<file path="src/rtl/booth_pkg.sv">
// Shared types and constants for the parameterised radix-2 Booth multiplier.
package booth_pkg;

    typedef enum logic [1:0] {
        IDLE = 2'd0,
        CALC = 2'd1,
        DONE = 2'd2
    } state_t;

    // {Q0, Q_-1} codes that select an accumulator update; other codes leave it unchanged
    localparam logic [1:0] BOOTH_SUB = 2'b10;
    localparam logic [1:0] BOOTH_ADD = 2'b01;

endpackage

</file>
<file path="src/rtl/booth_step_cnt.sv">
// Down-counter that paces the Booth steps; holds at zero once reached.
module booth_step_cnt #(
    parameter int unsigned CW = 4
) (
    input  logic          clk,
    input  logic          rst,
    input  logic          load,
    input  logic [CW-1:0] load_val,
    input  logic          dec,
    output logic          zero
);

    logic [CW-1:0] cnt;

    always_ff @(posedge clk) begin
        if (!rst) begin
            cnt <= '0;
        end else if (load) begin
            cnt <= load_val;
        end else if (dec && (cnt != '0)) begin
            cnt <= cnt - CW'(1);
        end
    end

    assign zero = (cnt == '0);

endmodule

</file>
<file path="src/rtl/booth_mult_param.sv">
// Sequential radix-2 Booth multiplier, signed or unsigned, one step per cycle
// with a valid/ready handshake on both sides.
module booth_mult_param
    import booth_pkg::*;
#(
    parameter int unsigned WIDTH = 8
) (
    input  logic               clk,
    input  logic               rst,
    input  logic               in_valid,
    output logic               in_ready,
    input  logic [WIDTH-1:0]   a_i,
    input  logic [WIDTH-1:0]   b_i,
    input  logic               signed_i,
    output logic               out_valid,
    input  logic               out_ready,
    output logic [2*WIDTH-1:0] y_o,
    output logic               busy_o
);

    localparam int unsigned CW = $clog2(WIDTH + 1);

    state_t state, state_next;

    logic [WIDTH:0]       m;
    logic [WIDTH:0]       q;
    logic                 q_m1;
    logic [WIDTH+1:0]     acc;
    logic [2*WIDTH-1:0]   y;

    logic [WIDTH+1:0]     m_ext;
    logic [WIDTH+1:0]     acc_sum;
    logic [WIDTH+1:0]     acc_next;
    logic [WIDTH:0]       q_next;
    logic [2*WIDTH+2:0]   prod_next;

    logic accept;
    logic step;
    logic cnt_zero;

    assign accept = (state == IDLE) && in_valid;
    assign step   = (state == CALC);

    booth_step_cnt #(
        .CW (CW)
    ) u_step_cnt (
        .clk      (clk),
        .rst      (rst),
        .load     (accept),
        .load_val (CW'(WIDTH)),
        .dec      (step),
        .zero     (cnt_zero)
    );

    always_ff @(posedge clk) begin
        if (!rst) begin
            state <= IDLE;
        end else begin
            state <= state_next;
        end
    end

    always_comb begin
        state_next = state;
        case (state)
            IDLE:    if (in_valid)  state_next = CALC;
            CALC:    if (cnt_zero)  state_next = DONE;
            DONE:    if (out_ready) state_next = IDLE;
            default:                state_next = IDLE;
        endcase
    end

    always_comb begin
        in_ready  = (state == IDLE);
        busy_o    = (state == CALC) || (state == DONE);
        out_valid = (state == DONE);
    end

    // One Booth step: conditional add/subtract, then arithmetic shift of {acc,Q,Q_-1}
    always_comb begin
        m_ext = {m[WIDTH], m};
        case ({q[0], q_m1})
            BOOTH_SUB: acc_sum = acc - m_ext;
            BOOTH_ADD: acc_sum = acc + m_ext;
            default:   acc_sum = acc;
        endcase
        acc_next  = {acc_sum[WIDTH+1], acc_sum[WIDTH+1:1]};
        q_next    = {acc_sum[0], q[WIDTH:1]};
        prod_next = {acc_next, q_next};
    end

    always_ff @(posedge clk) begin
        if (!rst) begin
            m    <= '0;
            q    <= '0;
            q_m1 <= 1'b0;
            acc  <= '0;
            y    <= '0;
        end else if (accept) begin
            m    <= signed_i ? {a_i[WIDTH-1], a_i} : {1'b0, a_i};
            q    <= signed_i ? {b_i[WIDTH-1], b_i} : {1'b0, b_i};
            q_m1 <= 1'b0;
            acc  <= '0;
        end else if (step) begin
            acc  <= acc_next;
            q    <= q_next;
            q_m1 <= q[0];
            if (cnt_zero) begin
                y <= prod_next[2*WIDTH-1:0];
            end
        end
    end

    assign y_o = y;

endmodule

</file>
<file path="config.mk">
export PLATFORM = sky130hd
export DESIGN_NAME = booth_mult_param
export DESIGN_NICKNAME = d
export VERILOG_FILES = /design/src/rtl/booth_pkg.sv /design/src/rtl/booth_step_cnt.sv /design/src/rtl/booth_mult_param.sv
export SDC_FILE = /design/constraint.sdc
export NUM_CORES = 1
export LEC_CHECK = 0
export ABC_AREA = 0
export BUFFER_PORTS_ARGS = -buffer_cell sky130_fd_sc_hd__buf_2
export CAP_MARGIN = 5
export CORE_ASPECT_RATIO = 0.8
export CORE_MARGIN = 4
export CORE_UTILIZATION = 30
export CTS_BUF_LIST = sky130_fd_sc_hd__clkbuf_8
export CTS_CLUSTER_DIAMETER = 120
export DETAILED_ROUTE_END_ITERATION = 6
export PLACE_DENSITY = 0.5
export SLEW_MARGIN = 20
export SYNTH_ARGS = -nofsm -noshare
export SYNTH_HDL_FRONTEND = slang
export SYNTH_SLANG_ARGS = --single-unit
export TNS_END_PERCENT = 10
</file>
<file path="constraint.sdc">
create_clock -name clk -period 5.4 [get_ports clk]
set_input_delay 0.27 -clock clk [delete_from_list [all_inputs] [get_ports clk]]
set_output_delay 0.27 -clock clk [all_outputs]
set_load 0.02 [all_outputs]
</file>
==> impl_metrics.ini, run 1 <==
[floorplanning]
std_cell_rows = 30
die_height_um = 92.0
initial_utilization_pct = 31.0
core-area_sq_um = 8520
boundaryPins = 40
fp.dieW_um = 113
die_area_sq_um = 10400

[clocking]
clk-insertion-delay-late_ns = 0.31
cts_repair_resize_count = 0
cts_max_level = 2
clk_path_buf_depth = 2
cts_post_setup_buffers_inserted = 0
clock_tree.root_cell = sky130_fd_sc_hd__clkbuf_8
cts_made_buffers = 5
tritoncts = yes
clock-sinks = 50
cts_hold_buf = 0
cts.reportedPaths.clkPinSlew_ns = 0.10

[pwr]
vdd_drop_max_uv = 139
comb_power_share_pct = 32.7
clockPowerShare_pct = 26.0
switching_power_mw = 0.378
power.internal_mw = 0.685
power_leakage_nw = 1.43
post-layout-total-power_mw = 1.06
total_power_density_per_cell_area_nw_per_um2 = 350
power.share.sequential_pct = 41.3
switching_share_pct = 35.6

[route]
routed_via_density = 4.78
route.detailed.wl_per_inst_um = 13.5
drc = 0
num_vias = 2157
firstDrtPassIters = 4
final_antenna_net_count = 0
totalWireLength_um = 6070
detailedRoute.firstIterationViolations = 103

[final_layout]
area_delta_synth_final_pct = 14.9
nets = 376
num_antenna_cells = 0
finalInstanceArea_sq_um = 3040
layout-drive-gt1-share_pct = 15.6

[setup_path]
timing.critical_path.arrival_ns = 3.03
cp.buffers_inverters = 1
critical_path_class = register to register
crit_path_cell_trace = inv_1, ha_1, mux2_2, ha_1, a21o_1, nand4_1, a211o_1, a2111o_1, nand4_1, a21bo_1
worst_path_max_delay_cell = sky130_fd_sc_hd__a2111o_1
timing.critical_path.to_type = register
crit_family = compound AO/OA/AOI/OAI gates
startpoint_type = register
crit_fanout = 10
cp_slowest_stage_delay_ns = 0.43
timing.critical_path.required_ns = 5.61

[global_route]
largest_net_degree_at_the_start_of_global_routing = 39
grt_pass1_wl_um = 10200
grt-ovfl-total = 0
antenna_found_initial = 0
first_global_vias = 2100
grt.total_usage_pct = 12.0

[timing]
finalClockSkew_ns = 0.00979
fin_worst_hold_slack_ns = 0.198
rsz0062_at_grt = false
setup_viol = 0
time_the_worst_path_needs_with_i_o_delays_and_setup_ns = 2.83
max_slew.worst_pin.slew_ns = 0.937
max_freq_mhz = 354
slew_headroom_pct = 37.4
report.final.hold_viol_count = 0
tns_ns = 0
min_period_over_period_pct = 52.3
timing_max_transition_violations_final = 0
postLayoutSetupSlackWorst_ns = 2.57

[yosys]
synth.distinct_cells = 39
synth_area_per_cell_sq_um = 8.59
number_of_synthesized_register_bits = 50
synth_cells = 308
synth.yosys.warnings = 0
synth_edf_count = 0
synth_nets = 346
seq_area_frac_synth_pct = 37.8
synth.cell_area_sq_um = 2650
ys.flop_type = sky130_fd_sc_hd__dfxtp_1
async_reset_ff_share_pct = 0

[placed_design]
place.gp.congestion = 0.818
port-buffer-count = 39
post-dp-hpwl_um = 4460
placement.cell_area_sq_um = 2920
dp_slack_ns = 2.59

[run]
drv_cap = 0

[hold_path]
worst_hold_path_type = input pin to register

[status]
status = complete, no violations
[cell type report]
type / count / area (sq um)
inverter: 11 / 41.3
sequential: 50 / 1000
timing repair buffer: 40 / 203
fill: 910 / 5480
clock buffer: 5 / 68.8
tap: 112 / 140
clock inverter: 3 / 47.5
multi-input combinational: 230 / 1540
[metal layers]
layer	share of wire (%)	GRT usage (%)	vias up
li1	-	-	1130
met1	54	17.1	989
met2	41	18.2	33
met3	4.1	3.30	5
met4	0.49	2.40	0
met5	0	0	-
[synthesized netlist by cell type, types with 2 or more instances]
master | number | area, sq um
sky130_fd_sc_hd__and2_1 | 2 | 12.5
sky130_fd_sc_hd__xor2_1 | 11 | 96.3
sky130_fd_sc_hd__nor2_1 | 20 | 75.1
sky130_fd_sc_hd__o211ai_1 | 4 | 30.0
sky130_fd_sc_hd__inv_1 | 11 | 41.3
sky130_fd_sc_hd__a21o_1 | 6 | 45.0
sky130_fd_sc_hd__o21ai_0 | 6 | 30.0
sky130_fd_sc_hd__buf_2 | 2 | 10.0
sky130_fd_sc_hd__ha_1 | 16 | 200
sky130_fd_sc_hd__nor3_2 | 2 | 20.0
sky130_fd_sc_hd__buf_1 | 2 | 7.51
sky130_fd_sc_hd__a21boi_0 | 20 | 150
sky130_fd_sc_hd__nand3_1 | 2 | 10.0
sky130_fd_sc_hd__a21oi_1 | 17 | 85.1
sky130_fd_sc_hd__mux2i_1 | 15 | 150
sky130_fd_sc_hd__a31oi_1 | 2 | 12.5
sky130_fd_sc_hd__nand2_1 | 62 | 233
sky130_fd_sc_hd__a211oi_1 | 7 | 52.6
sky130_fd_sc_hd__nor2b_1 | 2 | 12.5
sky130_fd_sc_hd__clkbuf_1 | 13 | 48.8
sky130_fd_sc_hd__xnor2_1 | 4 | 35.0
sky130_fd_sc_hd__nor3_1 | 3 | 15.0
sky130_fd_sc_hd__o211a_1 | 12 | 120
sky130_fd_sc_hd__nand4_1 | 3 | 18.8
sky130_fd_sc_hd__dfxtp_1 | 50 | 1000
[placed cells by master, fill, tap and decap left out, types with 2 or more instances in the layout]
master / count
sky130_fd_sc_hd__a21o_1: 6
sky130_fd_sc_hd__o211ai_1: 4
sky130_fd_sc_hd__a211oi_1: 7
sky130_fd_sc_hd__nand4_1: 3
sky130_fd_sc_hd__nor2b_1: 2
sky130_fd_sc_hd__clkbuf_8: 5
sky130_fd_sc_hd__a31oi_1: 2
sky130_fd_sc_hd__nand3_1: 2
sky130_fd_sc_hd__xor2_1: 11
sky130_fd_sc_hd__inv_1: 11
sky130_fd_sc_hd__and2_1: 2
sky130_fd_sc_hd__mux2i_1: 15
sky130_fd_sc_hd__nor3_2: 2
sky130_fd_sc_hd__dfxtp_1: 50
sky130_fd_sc_hd__buf_2: 39
sky130_fd_sc_hd__nand2_1: 62
sky130_fd_sc_hd__xnor2_1: 4
sky130_fd_sc_hd__nor3_1: 3
sky130_fd_sc_hd__a21boi_0: 20
sky130_fd_sc_hd__o211a_1: 12
sky130_fd_sc_hd__o21ai_0: 6
sky130_fd_sc_hd__nor2_1: 20
sky130_fd_sc_hd__a21oi_1: 17
sky130_fd_sc_hd__ha_1: 16
[flip-flops by register name, indices dropped and copies added, names as in the netlist]
register / count
u_step_cnt.cnt: 4
q: 9
m: 9
y_o: 16
state: 2
q_m1: 1
acc: 9
[kinds of logic (layout without fill, tap and decap cells)]
family                     count (synthesis)  in the layout  share of synthesized area (%)
muxes                                     16             16                           6.10
and+or+nand+nor                          100            100                           16.1
DFF                                       50             50                           37.8
AOI/OAI and AO/OA                         82             82                           22.6
adders and majority gates                 17             17                           8.33
xor gates and xnor gates                  15             15                           4.97
buffers and inverters                     28             59                           4.07
[power by group through the flow]
| stage | logic [mW] | registers [mW] | clock network [mW] |
|---|---|---|---|
| floorplan | 0.258 | 0.455 | 0 |
| global route | 0.395 | 0.445 | 0.302 |
| detailed placement | 0.351 | 0.448 | 0 |
| CTS | 0.353 | 0.439 | 0.286 |
| global placement | 0.349 | 0.448 | 0 |
| finish | 0.347 | 0.439 | 0.277 |
[worst paths after layout]
check / from / end / slack (ns) / cells after the start
min: a_i[6] / m[6]$_SDFFE_PN0P_ / 0.20 / 3
max: q[0]$_SDFFE_PN0P_ / acc[8]$_SDFFE_PP0P_ / 2.57 / 10
min reg2reg: y_o[1]$_SDFFE_PN0P_ / y_o[1]$_SDFFE_PN0P_ / 0.46 / 2
max reg2reg: q[0]$_SDFFE_PN0P_ / acc[8]$_SDFFE_PP0P_ / 2.57 / 10
[metrics by stage]
| step | instances | util, % |
|---|---|---|
| after CTS | 451 | 35.7 |
| final | 451 | 35.7 |
| after floorplan | 308 | - |
| after detailed placement | 443 | 34.3 |
| after global placement | 443 | 34.3 |
| after global routing | 451 | 35.7 |
[tightest hold or removal path: stages]
cell	delay, ns
sky130_fd_sc_hd__buf_2	0.09
sky130_fd_sc_hd__nand2_1	0.04
sky130_fd_sc_hd__a21boi_0	0.06
(Power assumes the default switching activity.)
==> run 2: changes to the inputs <==
Clock period 5.4 ns to 2.8 ns, I/O delays scaled along.
==> run 2 against run 1 <==
Compared with the run above: routed wire length increased by 3.2%; clock skew decreased by 0.0027 ns; fmax increased by 6.4%; clock power increased by 95%.
==> impl_metrics.ini, run 2 (synthesis results as in run 1) <==
[timing]
setup_viol = 0
min_period_over_period_pct = 94.8
fin_worst_hold_slack_ns = 0.0653
slew_headroom_pct = 62.6
finalClockSkew_ns = 0.00710
rsz0062_at_grt = false
timing_max_transition_violations_final = 0
time_the_worst_path_needs_with_i_o_delays_and_setup_ns = 2.65
report.final.hold_viol_count = 0
max_slew.worst_pin.slew_ns = 0.561
tns_ns = 0
max_freq_mhz = 377

[final_layout]
nets = 383
multiInputGateArea_sq_um = 1550
layout.cells.most_common_list = sky130_fd_sc_hd__nand2_1 (62), sky130_fd_sc_hd__dfxtp_1 (48), sky130_fd_sc_hd__buf_2 (39), sky130_fd_sc_hd__nor2_1 (20), sky130_fd_sc_hd__a21boi_0 (20)
max_reg_flops = 16
area_delta_synth_final_pct = 17.4
nFillCells = 895
layout-drive-gt1-share_pct = 18.5
final-seq-area_sq_um = 1000
mostFrequentLayoutCell = sky130_fd_sc_hd__nand2_1
num_antenna_cells = 0

[global_route]
grt.total_usage_pct = 12.6
grt-ovfl-total = 0
grt_pass1_wl_um = 10700
antenna_found_initial = 0
largest_net_degree_at_the_start_of_global_routing = 38
first_global_vias = 2202

[clocking]
cts.reportedPaths.clkPinSlew_ns = 0.10
tritoncts = yes
clock_tree.root_cell = sky130_fd_sc_hd__clkbuf_8
clock-sinks = 50
clk-insertion-delay-late_ns = 0.31
cts_hold_buf = 0
cts_made_buffers = 5
clk_path_buf_depth = 2
cts_max_level = 2

[run]
drv_cap = 0

[pwr]
power.internal_mw = 1.35
switching_share_pct = 35.6
switching_power_mw = 0.746
total_power_density_per_cell_area_nw_per_um2 = 674
comb_power_share_pct = 33.7
power_leakage_nw = 1.46
clockPowerShare_pct = 25.8
power.share.sequential_pct = 40.5
vdd_drop_max_uv = 248
post-layout-total-power_mw = 2.09

[setup_path]
startpoint_type = register
timing.critical_path.to_type = register
cp_slowest_stage_delay_ns = 0.43
timing.critical_path.required_ns = 3.01
crit_fanout = 5
worst_path_max_delay_cell = sky130_fd_sc_hd__a2111o_1
crit_path_cell_trace = inv_1, ha_1, mux2_2, ha_1, a21o_1, nand4_1, a211o_1, a2111o_1, nand4_1, a21bo_1
timing.critical_path.arrival_ns = 2.87
critical_path_class = register to register

[status]
status = complete, no violations

[route]
drc = 0
routed_via_density = 4.74
totalWireLength_um = 6270
num_vias = 2170
route.detailed.wl_per_inst_um = 13.7
detailedRoute.firstIterationViolations = 74
firstDrtPassIters = 4
final_antenna_net_count = 0

[placed_design]
port-buffer-count = 39
place.gp.congestion = 0.780
post-dp-hpwl_um = 4460

[floorplanning]
core-area_sq_um = 8520
fp.dieW_um = 113
die_height_um = 92.0
die_area_sq_um = 10400
boundaryPins = 40
initial_utilization_pct = 31.0
std_cell_rows = 30

[hold_path]
worst_hold_path_type = input pin to register
==> run 2: changes by cell type in the layout (fill, tap and decap cells not counted), sizes merged <==
cell      delta
buf          +7
clkinv       -1
clkinvlp     +1
==> run 2: power groups by stage <==
stage               Clock [mW]  Combinational (mW)  Sequential, mW
finish                   0.540               0.704           0.848
global placement             0               0.678           0.862
detailed placement           0               0.680           0.865
CTS                      0.563               0.684           0.849
global route             0.591               0.797           0.861
floorplan                    0               0.498           0.877
==> run 2: cell type report <==
cell class / instances / area share, %
Tap cell: 112 / 4.51
Multi-Input combinational cell: 230 / 49.8
Clock buffer: 5 / 2.22
Clock inverter: 3 / 1.57
Timing Repair Buffer: 47 / 8.22
Sequential cell: 50 / 32.3
Inverter: 11 / 1.33
==> run 2: final timing paths <==
kind / from / to / slack (ns) / depth (start not counted)
max: m[1]$_SDFFE_PN0P_ / acc[8]$_SDFFE_PP0P_ / 0.15 / 10
min: b_i[2] / q[2]$_SDFFE_PN0P_ / 0.07 / 2
max reg2reg: m[1]$_SDFFE_PN0P_ / acc[8]$_SDFFE_PP0P_ / 0.15 / 10
min reg2reg: y_o[1]$_SDFFE_PN0P_ / y_o[1]$_SDFFE_PN0P_ / 0.46 / 2
==> run 2: repair_timing <==
| item | 4_1_cts | 5_1_grt |
|---|---|---|
| setup endpoints to repair | 0 | 6 |
| resized for setup | 0 | 4 |
| buffers inserted | 0 | 2 |
==> run 2: through the flow <==
| stage | worst slack [ns] | cells | utilization (%) | instance area (sq um) |
|---|---|---|---|---|
| floorplan | 0.0642 | 308 | - | 2650 |
| global placement | 0.167 | 448 | 34.7 | 2960 |
| detailed placement | 0.129 | 448 | 34.7 | 2960 |
| CTS | 0.103 | 456 | 36.1 | 3080 |
| global route | 0.00904 | 458 | 36.4 | 3100 |
| finish | 0.145 | 458 | 36.4 | 3100 |
==> run 2: worst max-delay path: cells and delay by family (launching register included) <==
kind / cells / cell delay (ns)
AO/OA/AOI/OAI: 4 / 1.09
adder cells (fa/ha/maj): 2 / 0.54
buffers and inverters: 1 / 0.05
flip-flops: 1 / 0.38
multiplexers: 1 / 0.29
AND/OR/NAND/NOR: 2 / 0.21
==> run 2: per-layer routing <==
layer,share of wire [%],global-route usage (%)
met5,0,0
met4,0.49,2.70
met1,54,18.2
met3,3.5,3.17
met2,42,19.0
